$ cat config.mk
export PLATFORM = sky130hd
export DESIGN_NAME = lsu
export DESIGN_NICKNAME = d
export VERILOG_FILES = /design/src/rtl/lsu.sv
export SDC_FILE = /design/constraint.sdc
export NUM_CORES = 1
export LEC_CHECK = 0
export CORE_MARGIN = 2
export CORE_UTILIZATION = 32
export CTS_CLUSTER_DIAMETER = 30
export DETAILED_ROUTE_END_ITERATION = 10
export GPL_TIMING_DRIVEN = 0
export HOLD_SLACK_MARGIN = 0.06
export SYNTH_ARGS = -nofsm -noshare
export SYNTH_HDL_FRONTEND = slang
export SYNTH_SLANG_ARGS = --single-unit
export TNS_END_PERCENT = 30
$ cat constraint.sdc
create_clock -name clk_i -period 2.19 [get_ports clk_i]
set_input_delay 0.438 -clock clk_i [delete_from_list [all_inputs] [get_ports clk_i]]
set_output_delay 0.438 -clock clk_i [all_outputs]
set_load 0.005 [all_outputs]
$ cat src/rtl/lsu.sv
// RV32I load/store unit: one req/gnt/rvalid data-memory transaction per decoded access.
// Define LSU_MISALIGN_TRAP_EN to reject misaligned half/word accesses instead of truncating them.
module lsu #(
   parameter int unsigned TIMEOUT = 64
) (
   input  logic        clk_i,
   input  logic        rst_ni,
   input  logic        ls_i,
   input  logic        mem_read_i,
   input  logic        mem_write_i,
   input  logic [2:0]  funct3_i,
   input  logic [31:0] addr_i,
   input  logic [31:0] wdata_i,
   output logic        busy_o,
   output logic        done_o,
   output logic        err_o,
   output logic [31:0] rdata_o,
   output logic        dmem_req_o,
   output logic        dmem_we_o,
   output logic [31:0] dmem_addr_o,
   output logic [3:0]  dmem_be_o,
   output logic [31:0] dmem_wdata_o,
   input  logic        dmem_gnt_i,
   input  logic        dmem_rvalid_i,
   input  logic [31:0] dmem_rdata_i
);
   localparam int unsigned CW = (TIMEOUT > 1) ? $clog2(TIMEOUT + 1) : 1;

   typedef enum logic [1:0] {IDLE, REQ, WAIT, RESP} state_t;

   state_t        state_q, state_d;
   logic [2:0]    funct3_q;
   logic [1:0]    off_q;
   logic          we_q, err_q;
   logic [31:0]   addr_q, wdata_q, rdata_q;
   logic [3:0]    be_q;
   logic [CW-1:0] cnt_q;

   logic          accept, legal, misaligned, reject, timeout_hit, capture;
   logic [3:0]    be_new;
   logic [31:0]   wdata_new;

   function automatic logic [31:0] load_ext(input logic [2:0] f3, input logic [1:0] off,
                                            input logic [31:0] d);
      logic [7:0]  b;
      logic [15:0] h;
      b = d[{off, 3'b000} +: 8];
      h = d[{off[1], 4'b0000} +: 16];
      case (f3)
         3'b000:  return {{24{b[7]}}, b};
         3'b001:  return {{16{h[15]}}, h};
         3'b100:  return {24'h0, b};
         3'b101:  return {16'h0, h};
         default: return d;
      endcase
   endfunction

   assign accept = ls_i & (mem_read_i ^ mem_write_i);
   assign legal  = mem_write_i ? (funct3_i inside {3'b000, 3'b001, 3'b010})
                               : (funct3_i inside {3'b000, 3'b001, 3'b010, 3'b100, 3'b101});
`ifdef LSU_MISALIGN_TRAP_EN
   assign misaligned = ((funct3_i[1:0] == 2'b01) && addr_i[0]) ||
                       ((funct3_i[1:0] == 2'b10) && (addr_i[1:0] != 2'b00));
`else
   assign misaligned = 1'b0;
`endif
   assign reject = ~legal | misaligned;

   always_comb begin
      // NOTE: every comb output gets a default first so no path can infer a latch.
      be_new    = 4'b1111;
      wdata_new = wdata_i;
      case (funct3_i[1:0])
         2'b00: begin
            be_new    = 4'b0001 << addr_i[1:0];
            wdata_new = {4{wdata_i[7:0]}};
         end
         2'b01: begin
            be_new    = addr_i[1] ? 4'b1100 : 4'b0011;
            wdata_new = {2{wdata_i[15:0]}};
         end
         default: ;
      endcase
   end

   assign timeout_hit = (TIMEOUT != 0) && ((32'(cnt_q) + 32'd1) == TIMEOUT);
   assign capture     = ((state_q == REQ) && dmem_gnt_i && !we_q && dmem_rvalid_i) ||
                        ((state_q == WAIT) && dmem_rvalid_i);

   // NOTE: sequential state uses non-blocking assignments so every flop samples pre-edge values.
   always_ff @(posedge clk_i or negedge rst_ni) begin
      if (!rst_ni) state_q <= IDLE;
      else         state_q <= state_d;
   end

   always_comb begin
      state_d = state_q;
      case (state_q)
         IDLE:    if (accept) state_d = reject ? RESP : REQ;
         REQ:     if (dmem_gnt_i) state_d = (we_q || dmem_rvalid_i) ? RESP : WAIT;
         WAIT:    if (dmem_rvalid_i || timeout_hit) state_d = RESP;
         RESP:    state_d = IDLE;
         default: state_d = IDLE;
      endcase
   end

   always_comb begin
      busy_o     = (state_q != IDLE);
      done_o     = (state_q == RESP);
      err_o      = (state_q == RESP) & err_q;
      dmem_req_o = (state_q == REQ);
   end

   // Request fields drive the bus directly, so they reset too: every output must read 0 in reset.
   always_ff @(posedge clk_i or negedge rst_ni) begin
      if (!rst_ni) begin
         funct3_q <= '0;
         off_q    <= '0;
         we_q     <= 1'b0;
         err_q    <= 1'b0;
         addr_q   <= '0;
         wdata_q  <= '0;
         be_q     <= '0;
         rdata_q  <= '0;
         cnt_q    <= '0;
      end else begin
         cnt_q <= (state_q == WAIT) ? cnt_q + CW'(1) : '0;
         if ((state_q == IDLE) && accept) begin
            funct3_q <= funct3_i;
            off_q    <= addr_i[1:0];
            we_q     <= mem_write_i;
            be_q     <= be_new;
            wdata_q  <= wdata_new;
            addr_q   <= {addr_i[31:2], 2'b00};
            err_q    <= reject;
            if (reject) rdata_q <= '0;
         end else if (capture) begin
            rdata_q <= load_ext(funct3_q, off_q, dmem_rdata_i);
         end else if ((state_q == WAIT) && timeout_hit) begin
            err_q   <= 1'b1;
            rdata_q <= '0;
         end
      end
   end

   assign dmem_we_o    = we_q;
   assign dmem_addr_o  = addr_q;
   assign dmem_be_o    = be_q;
   assign dmem_wdata_o = wdata_q;
   assign rdata_o      = rdata_q;

endmodule

==> Implementation_results.wiki <==
{| class="wikitable"
! Metric !! Value
|-
| Wire length after detailed routing || approximately 17,000 um
|-
| Worst reg2reg path endpoint || rdata_o[31]$_DFFE_PN0P_
|-
| Class of the most critical hold timing path || in -> async
|-
| Share of cell area taken by muxes after synthesis || a little under a tenth
|-
| Post-Syn Area per Cell || between 9 and 10 um2
|-
| Synth async-reset ratio || 100%
|-
| Floorplan die width || 133 um
|-
| Master cell of the clock root buffer || sky130_fd_sc_hd__clkbuf_16
|-
| Source-to-sink clock delay at the later pin of the worst-skew pair || around 0.41 ns
|-
| Synthesized-area fraction occupied by xor and xnor cells || less than 1%
|-
| Diodes inserted || 0
|-
| Total of buffers placed on input and output ports || between 200 and 250
|-
| Worst reg2reg path startpoint || state_q[0]$_DFFE_PN0P_
|-
| Number of clock sinks || 114
|-
| Chip Height || around 130 um
|-
| Register-to-Register Setup Slack || around 0.14 ns
|-
| Die Area || ~18,000 um2
|-
| Worst r2r path cells || 7
|-
| Maximum net fanout on the critical path || 10
|-
| Compound-cell area share of the yosys netlist || ~14%
|-
| Startpoint types || input pin
|-
| Estimated wirelength of the detail-placed design || 12,600 um
|-
| Global-route wire length before repair || between 20,000 and 30,000 um
|-
| Clock skew || 0.00587 ns
|-
| Vias || between 4,000 and 5,000
|-
| Main combinational cell family by area after synthesis || simple AND/OR/NAND/NOR gates
|-
| Number of flops mapped to enable cells by yosys || 0
|-
| Pin count of the biggest net entering global routing || 84
|-
| Placed standard-cell area || approximately 7700 um2
|-
| Initial core utilization || approximately a third
|-
| Routability Congestion || 0.805
|-
| Number of storage elements in the synthesis netlist || 114
|-
| Area added between synthesis and finish || 57.3%
|-
| First-pass iteration count of the detailed router || 4
|-
| Status || finished clean
|-
| Number of buffers added by the clock tree synthesis step || 17
|-
| Category of the most critical setup path || in -> reg
|-
| CTS H-tree lvls || 4
|-
| Fraction of the mapped netlist area in simple logic gates || about 17%
|-
| Avg Vias per Cell || about 4.8
|-
| Clock tree buffer depth || 2
|-
| # nets final || just under 900
|-
| Core Footprint || between 15,000 and 20,000 um2
|-
| CP max stage cell || sky130_fd_sc_hd__clkdlybuf4s50_1
|-
| I/O pin total || approximately 210
|-
| Remaining antenna violation count after routing || 0
|-
| Dominant cell type by area after synthesis || sky130_fd_sc_hd__dfrtp_1
|-
| Headroom to the max-slew limit || between 30% and 40%
|-
| Worst Max-Slew Pin Slew || 0.957 ns
|-
| Final setup violation count || 0
|-
| Pwr Density || roughly 1300 nW/um2
|-
| Most common flop cell mapped by yosys || sky130_fd_sc_hd__dfrtp_1
|-
| Overflow after GRT || 0
|-
| Cell leakage power || about 3.7 nW
|-
| Post-route cell area || about 8400 um2
|-
| Post-route core utilization || approximately 51%
|-
| Routed len/inst || approximately 17 um
|-
| Largest stage delay, worst path || approximately 0.46 ns
|-
| Peak Freq || 0.480 GHz
|-
| Final-layout fill cell count || about 1,500
|-
| Hold violation count in the final report || 0
|-
| Aggregate global-route resource usage || 19.8%
|-
| Clk slew on worst S/H paths || ~0.050 ns
|-
| Unrepaired setup endpoints after global routing || yes
|-
| Slew Viols, Final || 0
|-
| Rows || 47
|-
| Total of max-cap violations || 0
|-
| Final critical-path share of the clock period || 95.2%
|-
| Distinct cell type count after synthesis || 45
|-
| Area share of the largest cell type after synthesis || 53.4%
|-
| Number of antenna violations at the first check in global routing || 1
|-
| Design Power || roughly 11 mW
|-
| Post-synthesis cell area || around 5300 um2
|-
| Top post-synthesis cells by area || sky130_fd_sc_hd__dfrtp_1 (53%), sky130_fd_sc_hd__nand2_1 (9.6%), sky130_fd_sc_hd__mux2i_1 (6.0%)
|-
| Ordered list of cells on the worst path || clkdlybuf4s50_1 -> xor2_1 -> and3_1 -> buf_4 -> o311a_4 -> buf_6 -> a221o_1
|-
| Number of global-route vias before repair || between 5,000 and 6,000
|-
| Total of warnings raised by yosys || 0
|-
| Proportion of layout cells with a drive suffix above 1 || under 10%
|-
| Kind of end point of the critical path || flip-flop
|-
| Arithmetic-cell share of the synthesized area counting full adders, half adders and majority gates || under 10%
|-
| First DRT Iteration DRCs || 303
|-
| Peak supply drop || about 810 uV
|-
| Post-route minimum period || between 2 and 2.5 ns
|-
| Share of synthesized area occupied by flip-flops and latches || 53.4%
|-
| Number of remaining DRC errors || 0
|-
| Cells after Synth || 535
|-
| Signal arrival time at the worst endpoint || about 2.4 ns
|-
| CTS tree || yes
|-
| Data required, critical path || between 2 and 2.5 ns
|}
-- sequential cells by signal (all words and copies together) (netlist names) --
signal	flops
dmem_be_o	4
funct3_q	3
dmem_wdata_o	32
state_q	2
cnt_q	7
off_q	2
err_q	1
dmem_addr_o	30
rdata_o	32
dmem_we_o	1
-- critical path: cells and delay by family --
family | cells | cell delay, ns
compound gates | 2 | 0.75
xor+xnor | 1 | 0.20
buf+inv | 3 | 0.79
simple gates | 1 | 0.19
-- timing repair --
action | 4_1_cts | 5_1_grt
gates resized for setup | 5 | 10
hold endpoints to repair | 31 | 0
buffers inserted | 4 | 0
hold buffers | 1 | 0
endpoints found under the setup margin | 65 | 40
-- routing by layer --
metal / track usage (%) / up-vias / wire (um) / share of wire [%]
met5: 0 / - / 13 / 0.077
met4: 5.67 / 2 / 232 / 1.4
met3: 8.49 / 17 / 1290 / 7.7
met2: 33.2 / 157 / 8390 / 50
met1: 23.2 / 2292 / 6860 / 41
li1: - / 2305 / - / -
-- through the flow --
step                setup TNS (ns)  cells  hold slack, ns  setup slack [ns]
global placement           -472.68    963           0.458             -3.86
global route             -0.000551   1001           0.496         -0.000551
finish                           0   1001           0.475             0.105
detailed placement          -37.19    964           0.349            -0.660
floorplan                        0    536           0.142             0.194
CTS                              0   1001           0.479            0.0358
-- area by class of cell --
type	count	area (um2)	area share (%)
Sequential cell	114	2850	34.0
Multi-Input combinational cell	376	2310	27.5
Timing Repair Buffer	213	2140	25.5
Clock buffer	21	450	5.36
Tap cell	220	275	3.28
Buffer	36	169	2.01
Clock inverter	11	160	1.91
Inverter	10	37.5	0.447
-- cells in the final DEF (no fill, tap or decap), types with 3 or more instances in the layout --
cell type	count
sky130_fd_sc_hd__buf_1	4
sky130_fd_sc_hd__mux2_2	14
sky130_fd_sc_hd__nor3b_1	7
sky130_fd_sc_hd__xor2_1	3
sky130_fd_sc_hd__nand2b_1	18
sky130_fd_sc_hd__clkbuf_16	17
sky130_fd_sc_hd__ha_1	4
sky130_fd_sc_hd__and3_1	9
sky130_fd_sc_hd__nand3_1	3
sky130_fd_sc_hd__clkinv_2	5
sky130_fd_sc_hd__o21ai_0	35
sky130_fd_sc_hd__clkbuf_1	21
sky130_fd_sc_hd__a21oi_1	22
sky130_fd_sc_hd__clkdlybuf4s50_1	205
sky130_fd_sc_hd__mux2i_1	32
sky130_fd_sc_hd__o22ai_1	7
sky130_fd_sc_hd__clkbuf_2	4
sky130_fd_sc_hd__inv_1	10
sky130_fd_sc_hd__buf_4	8
sky130_fd_sc_hd__bufinv_16	4
sky130_fd_sc_hd__a221o_1	7
sky130_fd_sc_hd__nand2_1	137
sky130_fd_sc_hd__nor2_1	20
sky130_fd_sc_hd__o2bb2ai_1	8
sky130_fd_sc_hd__dfrtp_1	114
sky130_fd_sc_hd__buf_2	5
sky130_fd_sc_hd__a22o_1	17
-- synth_stat cells, drive strengths merged (2+ instances only) --
library cell / number
xor2: 3
o21ai: 36
mux2: 14
nand3: 5
xnor2: 2
nand2b: 18
o22ai: 7
o2bb2ai: 8
clkbuf: 22
and3: 9
ha: 5
a22o: 17
a21oi: 24
nor3b: 7
mux2i: 32
nand2: 137
o211ai: 2
inv: 10
dfrtp: 114
a221o: 7
and2: 2
a31o: 2
buf: 14
nor2: 20
nor2b: 2
nor3: 3
-- power breakdown --
group          switching (mW)  internal, mW
Clock                   0.952          1.92
Combinational            1.97          2.68
Sequential              0.531          3.05
Total                    3.45          7.65
-- how the worst max path moves through the flow --
stage / from / to / slack [ns] / cells after the start
floorplan: state_q[0]$_DFFE_PN0P_ / rdata_o[10]$_DFFE_PN0P_ / 0.19 / 7
global route: state_q[0]$_DFFE_PN0P_ / rdata_o[3]$_DFFE_PN0P_ / -0.0006 / 7
global placement: rst_ni / dmem_addr_o[13]$_DFFE_PN0P_ / -3.86 / 1
detailed placement: mem_write_i / rdata_o[10]$_DFFE_PN0P_ / -0.66 / 6
CTS: state_q[0]$_DFFE_PN0P_ / err_o / 0.04 / 4
finish: mem_write_i / rdata_o[10]$_DFFE_PN0P_ / 0.11 / 7
-- cell families after synthesis --
logic type | count (synthesis)
XOR/XNOR | 5
buffers and inverters | 46
AO/OA/AOI/OAI | 110
other | 1
adder cells (fa/ha/maj) | 5
multiplexers | 47
AND/OR/NAND/NOR | 207
flip-flops | 114
Note: power is estimated with default switching activity, not from simulation.
